File: src/rtl/module_display_scan.sv
// module_display_scan: time-multiplexed 4-digit common-anode 7-segment driver.
// A loaded value waits in a shadow register and moves into the displayed
// (active) register only on the last cycle of digit 3's slot, so a frame never
// shows a mix of old and new digits. Each slot opens with a short all-dark
// interval to suppress ghosting between adjacent digits.
//
// Handshake: load_i is a plain 1-cycle strobe with no back-pressure; value_i
// is captured on every cycle load_i is high, and the most recent capture wins.
module module_display_scan #(
  parameter int TICK_DIV  = 27000,
  parameter int BLANK_CYC = 64
) (
  input  logic        clk,
  input  logic        rst,
  input  logic [15:0] value_i,
  input  logic        load_i,
  input  logic        blank_lz_i,
  output logic [3:0]  an_o,
  output logic [6:0]  seg_o,
  output logic [1:0]  digit_idx_o,
  output logic        frame_o
);

  localparam int              CW         = (TICK_DIV > 1) ? $clog2(TICK_DIV) : 1;
  localparam logic [CW-1:0]   CNT_LAST   = CW'(TICK_DIV - 1);
  localparam logic [CW-1:0]   BLANK_LAST = CW'(BLANK_CYC - 1);

  typedef enum logic {S_BLANK = 1'b0, S_ON = 1'b1} state_e;

  state_e        state_q, state_d;
  logic [CW-1:0] cnt_q, cnt_d;
  logic [1:0]    idx_q, idx_d;
  logic [15:0]   shadow_q, shadow_d;
  logic [15:0]   active_q, active_d;
  logic          pending_q, pending_d;
  logic [3:0]    an_q, an_d;
  logic [6:0]    seg_q, seg_d;

  logic          wrap;
  logic          boundary;
  logic [3:0]    nibble;
  logic          lz_dark;

  // Active-low hex font, bit order {g,f,e,d,c,b,a}.
  function automatic logic [6:0] seg_decode(input logic [3:0] n);
    logic [6:0] s;
    case (n)
      4'h0: s = 7'b1000000;
      4'h1: s = 7'b1111001;
      4'h2: s = 7'b0100100;
      4'h3: s = 7'b0110000;
      4'h4: s = 7'b0011001;
      4'h5: s = 7'b0010010;
      4'h6: s = 7'b0000010;
      4'h7: s = 7'b1111000;
      4'h8: s = 7'b0000000;
      4'h9: s = 7'b0010000;
      4'hA: s = 7'b0001000;
      4'hB: s = 7'b0000011;
      4'hC: s = 7'b1000110;
      4'hD: s = 7'b0100001;
      4'hE: s = 7'b0000110;
      default: s = 7'b0001110;
    endcase
    return s;
  endfunction

  // Slot timing: counter wraps every TICK_DIV cycles and steps the digit index.
  always_comb begin
    wrap     = (cnt_q == CNT_LAST);
    boundary = wrap && (idx_q == 2'd3);
    cnt_d    = wrap ? '0 : cnt_q + 1'b1;
    idx_d    = wrap ? idx_q + 2'd1 : idx_q;
  end

  // Double buffer: new values queue in the shadow and swap in at frame end;
  // a load on the boundary cycle itself goes straight to the active register.
  always_comb begin
    shadow_d  = shadow_q;
    pending_d = pending_q;
    active_d  = active_q;
    if (load_i) begin
      shadow_d  = value_i;
      pending_d = 1'b1;
    end
    if (boundary) begin
      if (load_i) begin
        active_d = value_i;
      end else if (pending_q) begin
        active_d = shadow_q;
      end
      pending_d = 1'b0;
    end
  end

  // Select the current digit's nibble and decide whether it is a leading zero
  // (this digit and every digit above it are zero).
  always_comb begin
    nibble  = active_q[3:0];
    lz_dark = 1'b0;
    case (idx_q)
      2'd3: begin
        nibble  = active_q[15:12];
        lz_dark = (active_q[15:12] == 4'h0);
      end
      2'd2: begin
        nibble  = active_q[11:8];
        lz_dark = (active_q[15:8] == 8'h00);
      end
      2'd1: begin
        nibble  = active_q[7:4];
        lz_dark = (active_q[15:4] == 12'h000);
      end
      default: begin
        nibble  = active_q[3:0];
        lz_dark = 1'b0;
      end
    endcase
  end

  // Scan FSM: next state plus the next registered anode/segment pattern.
  always_comb begin
    state_d = state_q;
    an_d    = 4'b1111;
    seg_d   = 7'h7F;
    case (state_q)
      S_BLANK: begin
        if (cnt_q == BLANK_LAST) state_d = S_ON;
      end
      S_ON: begin
        if (wrap) state_d = S_BLANK;
        if (!(blank_lz_i && lz_dark)) begin
          an_d  = ~(4'b0001 << idx_q);
          seg_d = seg_decode(nibble);
        end
      end
      default: state_d = S_BLANK;
    endcase
  end

  // State, counters, buffers and output registers; all clear asynchronously.
  always_ff @(posedge clk or negedge rst) begin
    if (!rst) begin
      state_q   <= S_BLANK;
      cnt_q     <= '0;
      idx_q     <= 2'd0;
      shadow_q  <= 16'h0000;
      active_q  <= 16'h0000;
      pending_q <= 1'b0;
      an_q      <= 4'b1111;
      seg_q     <= 7'h7F;
    end else begin
      state_q   <= state_d;
      cnt_q     <= cnt_d;
      idx_q     <= idx_d;
      shadow_q  <= shadow_d;
      active_q  <= active_d;
      pending_q <= pending_d;
      an_q      <= an_d;
      seg_q     <= seg_d;
    end
  end

  assign an_o        = an_q;
  assign seg_o       = seg_q;
  assign digit_idx_o = idx_q;
  assign frame_o     = boundary;

endmodule

File: config.mk
export PLATFORM = sky130hd
export DESIGN_NAME = module_display_scan
export DESIGN_NICKNAME = d
export VERILOG_FILES = /design/src/rtl/module_display_scan.sv
export SDC_FILE = /design/constraint.sdc
export NUM_CORES = 1
export LEC_CHECK = 0
export CAP_MARGIN = 10
export CORE_MARGIN = 3
export CORE_UTILIZATION = 35
export DETAILED_ROUTE_END_ITERATION = 8
export PLACE_DENSITY = 0.65
export SLEW_MARGIN = 20
export SYNTH_ARGS = -nofsm -noshare
export SYNTH_HDL_FRONTEND = slang
export SYNTH_SLANG_ARGS = --single-unit
File: constraint.sdc
create_clock -name clk -period 2.3 [get_ports clk]
set_input_delay 0.575 -clock clk [delete_from_list [all_inputs] [get_ports clk]]
set_output_delay 0.575 -clock clk [all_outputs]
set_load 0.01 [all_outputs]
# Yosys cells after proc, flatten, opt, wreduce, memory -nomap -nowiden
# Memories as Yosys holds them, arrays and structs flattened.
# Cells that the tools add are included.
# word_totals
regBits	62
out_inout_bits	14
rom_bits	112
mem_count	1
word_cells	41
latchBits	0
mem_bits_rw	0
input_bits	20
# memory_table
name	words	width	rd	rd_ports_with_merged_regs	write_ports	line_no	rtl
(no name shown)	16	7	1	0	0	47	case (n)
# classes
n_reduce_logical	8
n_lt_le_gt_ge	0
mul	0
eq_ne	5
mux	14
addsub	2
div	0
shifts	1
bitwise_logic	2
# op_table
op	n
2-to-1 mux 16 bit	2
adder 15 x 1 -> 15 bit, second input constant	1
equality test 15 bit, second input constant	1
equality test 15 x 6 -> 1 bit, second input constant	1
2-to-1 mux 15 bit	1
2-to-1 mux 7 bit	2
logical NOT 12 bit	1
case mux 4 bit (3 select lines)	1
logical NOT 8 bit	1
2-to-1 mux 4 bit	2
equality test 2 bit, second input constant	2
logical NOT 4 bit	1
2-to-1 mux 1 bit	4
inverter 4 bit	1
nonzero test 2 bit	2
left shift 1 x 2 -> 4 bit, first input constant	1
case mux 1 bit (3 select lines)	1
adder 2 x 1 -> 2 bit, second input constant	1
equality test 2 x 1 -> 1 bit, second input constant	1
logical AND 1 bit	2
case mux 1 bit (2 select lines)	1
AND reduction 2 bit	1
inverter 1 bit	1

# Logic depth before layout (Yosys ltp)
# logic_depth
depth_word	5
mapped_depth	10
ltp_nobuf	10

# Least setup slack after synthesis
# Ideal clock, no wire load.
# synth_timing
path_kind	register -> register
start	reg idx_q[0] (netlist: digit_idx_o[0])
end	reg seg_q[0] (netlist: seg_o[0])
slack_ns	0.084
required_ns	2.192
t_arrival_ns	2.109
path_buffers	1
path_stages_with_launch	10
setup_time_ns	0.108
period_less_slack_ns	2.216
cell_sequence	dfrtp_1 > ha_1 > clkbuf_1 > a222oi_1 > mux2_2 > inv_1 > ha_1 > a211o_1 > o22ai_1 > a22oi_1
# synth_between
elab_chain_cells	5
elab_cells_between_ends	9
classes_between	eq/ne (3); mux (4); reduce/logical (1); memory (1)
# synth_lines
item	line_no	rtl
from (decl)	32	logic [1:0] idx_q, idx_d;
from (signal assigned)	155	idx_q <= idx_d;
equality test 2 x 1 -> 1 bit or equality test 2 bit (tied branches)	101	case (idx_q)
case mux 4 bit (3 select lines) or case mux 1 bit (3 select lines) (tied branches)	101	
memory read (16 x 7 bit) or logical AND 1 bit (tied branches)	-	
2-to-1 mux 7 bit (*)	132	if (!(blank_lz_i && lz_dark)) begin
2-to-1 mux 7 bit (*)	126	case (state_q)
via seg_d[0]	37	logic [6:0] seg_q, seg_d;
to (signal assigned)	160	seg_q <= seg_d;
to (decl)	37	
# Mark *: on every way through the listed nets, which the timed path passes. The rest lies on a longest branch.
# A chain may end at the register's enable or synchronous reset.

# Worst setup path after layout
# layout_timing
start	reg cnt_q[7]
end	out frame_o
# layout_between
elab_chain_cells	2
# layout_lines
item	line_no	rtl
from (decl)	31	logic [CW-1:0] cnt_q, cnt_d;
from (signal assigned)	154	cnt_q <= cnt_d;
equality test 15 bit	70	wrap = (cnt_q == CNT_LAST);
logical AND 1 bit	71	boundary = wrap && (idx_q == 2'd3);
to (decl)	21	output logic frame_o
# Every way passes these cells.

==> results.txt <==
The die outline width came out at 97.7 um. The tool flagged a number of max-cap violations equal to 0. The part of the cycle the worst path needs was 98.3%.

For the required time of the critical path, the log shows 1.73 ns. The cell count after synthesis came out at 237. The count of port buffers added during placement was 33; the maximum level of the CTS H-tree was 3. STA puts the critical path data arrival time at 1.69 ns. The number of rows created at floorplan was 32; the die span in y was 97.7 um.

For the detailed-route wire length, the log shows 5.91 mm. After synthesis, the netlist uses 43 different library cells. In this run the remaining antenna-violating nets after routing total 0.

Summed over all cells, the static leakage comes to 0.00172 uW. Yosys printed 0 warnings. Along the worst path, the maximum fanout reaches 2.

The layout net count is 330, and the sequential share of the synthesized area is 53.2%. The initial antenna violation count is 0, and the layout overhead on the synthesized area is 29.3%. The internal power of the cells totals 1680 uW. The routability-driven placement congestion ratio is 0.849, and the clock network fraction of design power is 43.3%. In this run, CTS created clock tree buffers numbering 9.

The run gives 0 as the final hold violation count. The synthesized design contains 62 register bits. STA classifies the critical path endpoint as an output pin. The clock passes through at most 2 buffers. The number of slew-limit violations in the final report was 0. Per report_power, the combinational group accounts for 4.9% of the total. First-pass GRT wire length: 10.1 mm. For the pin with the worst max-slew slack, the measured transition is 0.445 ns.

Setup repair after global routing could not meet its margin everywhere. 0 antenna diodes ended up in the layout. The run gives 2053 as the total via count after detailed routing. The fraction of layout cells with a size suffix above 1 came out at 32.3%. The tree is rooted in a sky130_fd_sc_hd__clkbuf_8. Net switching is 22.5% of the power.

The logs give 3530 um^2 for the instance area after placement and 0.0113 ns for the largest clock skew in the final design. Summed over all nets, the half-perimeter wirelength after detailed placement is 4.36 mm. Worst setup path category: reg2out. The sink count of the clock tree was 62; the normalized max-slew margin was 70.3%. In this run the power density over the cells is 571 nW/um^2. Number of nets produced by synthesis: 269. The CTS clock-pin slew for the worst setup and hold paths was 0.08 ns; the effective utilization at floorplan was 37.1%.

The core region is 7930 um^2. The run gives 3800 um^2 as the final instance area. The post-cts hold buffer count is 0, and the average cell area after synthesis is 12.4 um^2. The run gives 47.9% as the post-route core utilization.

For this run, the total global-route usage over all layers was measured as 13.0%. In the routed design, unresolved DRC markers number 0. STA classifies the critical path startpoint as a register.

For the number of placed I/O pins, the log shows 34. The cell area that synthesis handed to floorplanning was 2940 um^2. For the setup violation total in the final timing report, the log shows 0. In the synthesized netlist the dominant register cell turns out to be sky130_fd_sc_hd__dfrtp_1. The register share of total power was 51.8%. TritonCTS built the clock tree.

For the switching power, the log shows 488 uW. At the later pin of the worst-skew pair, clock insertion delay measures 0.34 ns. VDD sags by at most 0.489 mV. Dividing the detail-routed via count by the number of cells gives 5.07. The iteration count of the initial detailed-routing pass was 4; the final period demand of the worst path was 2.26 ns.

The maximum number of pins on one net before global-route repair was 31. In this run, the number of DRC markers left after iteration 0 of detailed routing was 55. The run finished with clean final reports.

After synthesis, the share of flip-flops with an asynchronous set or reset is 100%. The fmax was 442 MHz; the number of enable flip-flop cells after synthesis was 0. Summed over all failing endpoints, the final setup total negative slack is 0 ns. The area of the die was 9540 um^2; the residual overflow from global routing was 0.

The average wire per standard cell was 14.6 um. The worst hold path class was in2async. The via count of the first global-routing pass came out at 2131.
-- sequential cells by signal, indices dropped and copies added (netlist names) --
register and cells:
active_q 16, an_o 4, cnt_q 15, digit_idx_o 2, pending_q 1, seg_o 7, shadow_q 16, state_q 1
-- metrics by stage --
step	hold slack, ns	worst slack (ns)	instances	power, uW
4_1_cts	0.156	0.0115	402	2200
2_1_floorplan	0.279	0.0838	237	1180
3_5_place_dp	0.483	-0.0870	384	1260
3_3_place_gp	0.477	-0.0706	384	1250
5_1_grt	0.163	-0.0221	405	2270
6_report	0.150	0.0381	405	2170
-- cells in the mapped netlist (4+ instances only) --
cell                       number  area (um^2)
sky130_fd_sc_hd__a211oi_1       4         30.0
sky130_fd_sc_hd__nor2_1        15         56.3
sky130_fd_sc_hd__clkbuf_1       5         18.8
sky130_fd_sc_hd__nor3_1         4         20.0
sky130_fd_sc_hd__dfrtp_1       51         1280
sky130_fd_sc_hd__nor4_1         6         37.5
sky130_fd_sc_hd__nand3_1        8         40.0
sky130_fd_sc_hd__inv_1          9         33.8
sky130_fd_sc_hd__nand2_1       14         52.6
sky130_fd_sc_hd__nand4_1        5         31.3
sky130_fd_sc_hd__xnor2_1       10         87.6
sky130_fd_sc_hd__mux2_4        10          150
sky130_fd_sc_hd__mux2_2        23          259
sky130_fd_sc_hd__dfstp_2       11          289
sky130_fd_sc_hd__ha_1          12          150
sky130_fd_sc_hd__xor2_1         4         35.0
sky130_fd_sc_hd__a21oi_1        5         25.0
-- worst paths after layout --
| check | start | to | slack, ns | depth (start not counted) |
|---|---|---|---|---|
| max | cnt_q[7] | frame_o | 0.04 | 4 |
| min | rst | cnt_q[3] | 0.15 | 1 |
| max reg2reg | digit_idx_o[0] | seg_o[3] | 0.13 | 11 |
| min reg2reg | cnt_q[0] | cnt_q[0] | 0.49 | 1 |
| max in group asynchronous | rst | seg_o[5] | 1.52 | 2 |
| min in group clk | cnt_q[0] | cnt_q[0] | 0.49 | 1 |
-- layout make-up --
cell class	instances	area [um^2]
Clock inverter	7	73.8
Inverter	10	37.5
Multi-Input combinational cell	158	1330
Clock buffer	9	124
Tap cell	102	128
Fill cell	731	4130
Sequential cell	62	1570
Timing Repair Buffer	57	544
-- metal layers --
| layer | share of wire (%) | GRT usage, % | vias to the layer above |
|---|---|---|---|
| met5 | 0 | 0 | - |
| met4 | 2.1 | 4.58 | 0 |
| met3 | 4.8 | 4.24 | 13 |
| met2 | 49 | 21.2 | 48 |
| met1 | 44 | 16.2 | 1009 |
| li1 | - | - | 983 |
-- critical path, cell delays in order, from the launching register on --
cell,delay [ns]
sky130_fd_sc_hd__dfrtp_1,0.38
sky130_fd_sc_hd__or4_4,0.54
sky130_fd_sc_hd__nor3_2,0.12
sky130_fd_sc_hd__and3_4,0.21
sky130_fd_sc_hd__buf_6,0.10
-- logic make-up (layout without fill, tap and decap cells) --
logic type / count (synthesis) / after routing / synth area share [%]
multiplexers: 36 / 36 / 14.9
XOR/XNOR: 14 / 14 / 4.17
buffers and inverters: 17 / 83 / 2.43
AO/OA/AOI/OAI: 31 / 31 / 7.87
AND/OR/NAND/NOR: 65 / 65 / 12.3
flip-flops: 62 / 62 / 53.2
adder cells (fa/ha/maj): 12 / 12 / 5.11
-- repair_timing --
item / 4_1_cts / 5_1_grt
endpoints found under the setup margin: 3 / 19
hold endpoints to repair: 0 / 0
pin swaps: 2 / 2
resized for setup: 6 / 8
buffers inserted: 2 / 3
-- placed cells by master (no fill, tap or decap), types with 3 or more instances in the layout --
cell	synthesis	layout
sky130_fd_sc_hd__clkdlybuf4s50_1	0	31
sky130_fd_sc_hd__a222oi_1	3	3
sky130_fd_sc_hd__clkbuf_8	0	9
sky130_fd_sc_hd__ha_2	0	4
sky130_fd_sc_hd__dfrtp_1	51	51
sky130_fd_sc_hd__nor4_1	6	6
sky130_fd_sc_hd__nand2_1	14	14
sky130_fd_sc_hd__buf_12	0	3
sky130_fd_sc_hd__nand4_1	5	5
sky130_fd_sc_hd__mux2_2	23	22
sky130_fd_sc_hd__o211ai_1	3	3
sky130_fd_sc_hd__dfstp_2	11	11
sky130_fd_sc_hd__nand3_1	8	8
sky130_fd_sc_hd__a21oi_1	5	5
sky130_fd_sc_hd__mux2_4	10	11
sky130_fd_sc_hd__xor2_1	4	4
sky130_fd_sc_hd__a211oi_1	4	4
sky130_fd_sc_hd__nor3_1	4	3
sky130_fd_sc_hd__buf_4	0	21
sky130_fd_sc_hd__xnor2_1	10	10
sky130_fd_sc_hd__a211o_1	3	3
sky130_fd_sc_hd__ha_1	12	8
sky130_fd_sc_hd__mux2i_1	3	3
sky130_fd_sc_hd__o21ai_0	3	3
sky130_fd_sc_hd__nor2_1	15	15
sky130_fd_sc_hd__inv_1	9	8
-- power groups by stage --
stage	Combinational, uW	Sequential (uW)	Clock (uW)
floorplan	40.3	1140	0
global route	120	1130	1020
detailed placement	111	1150	0
global placement	109	1140	0
finish	107	1130	939
CTS	111	1130	965
(Power assumes the default switching activity.)
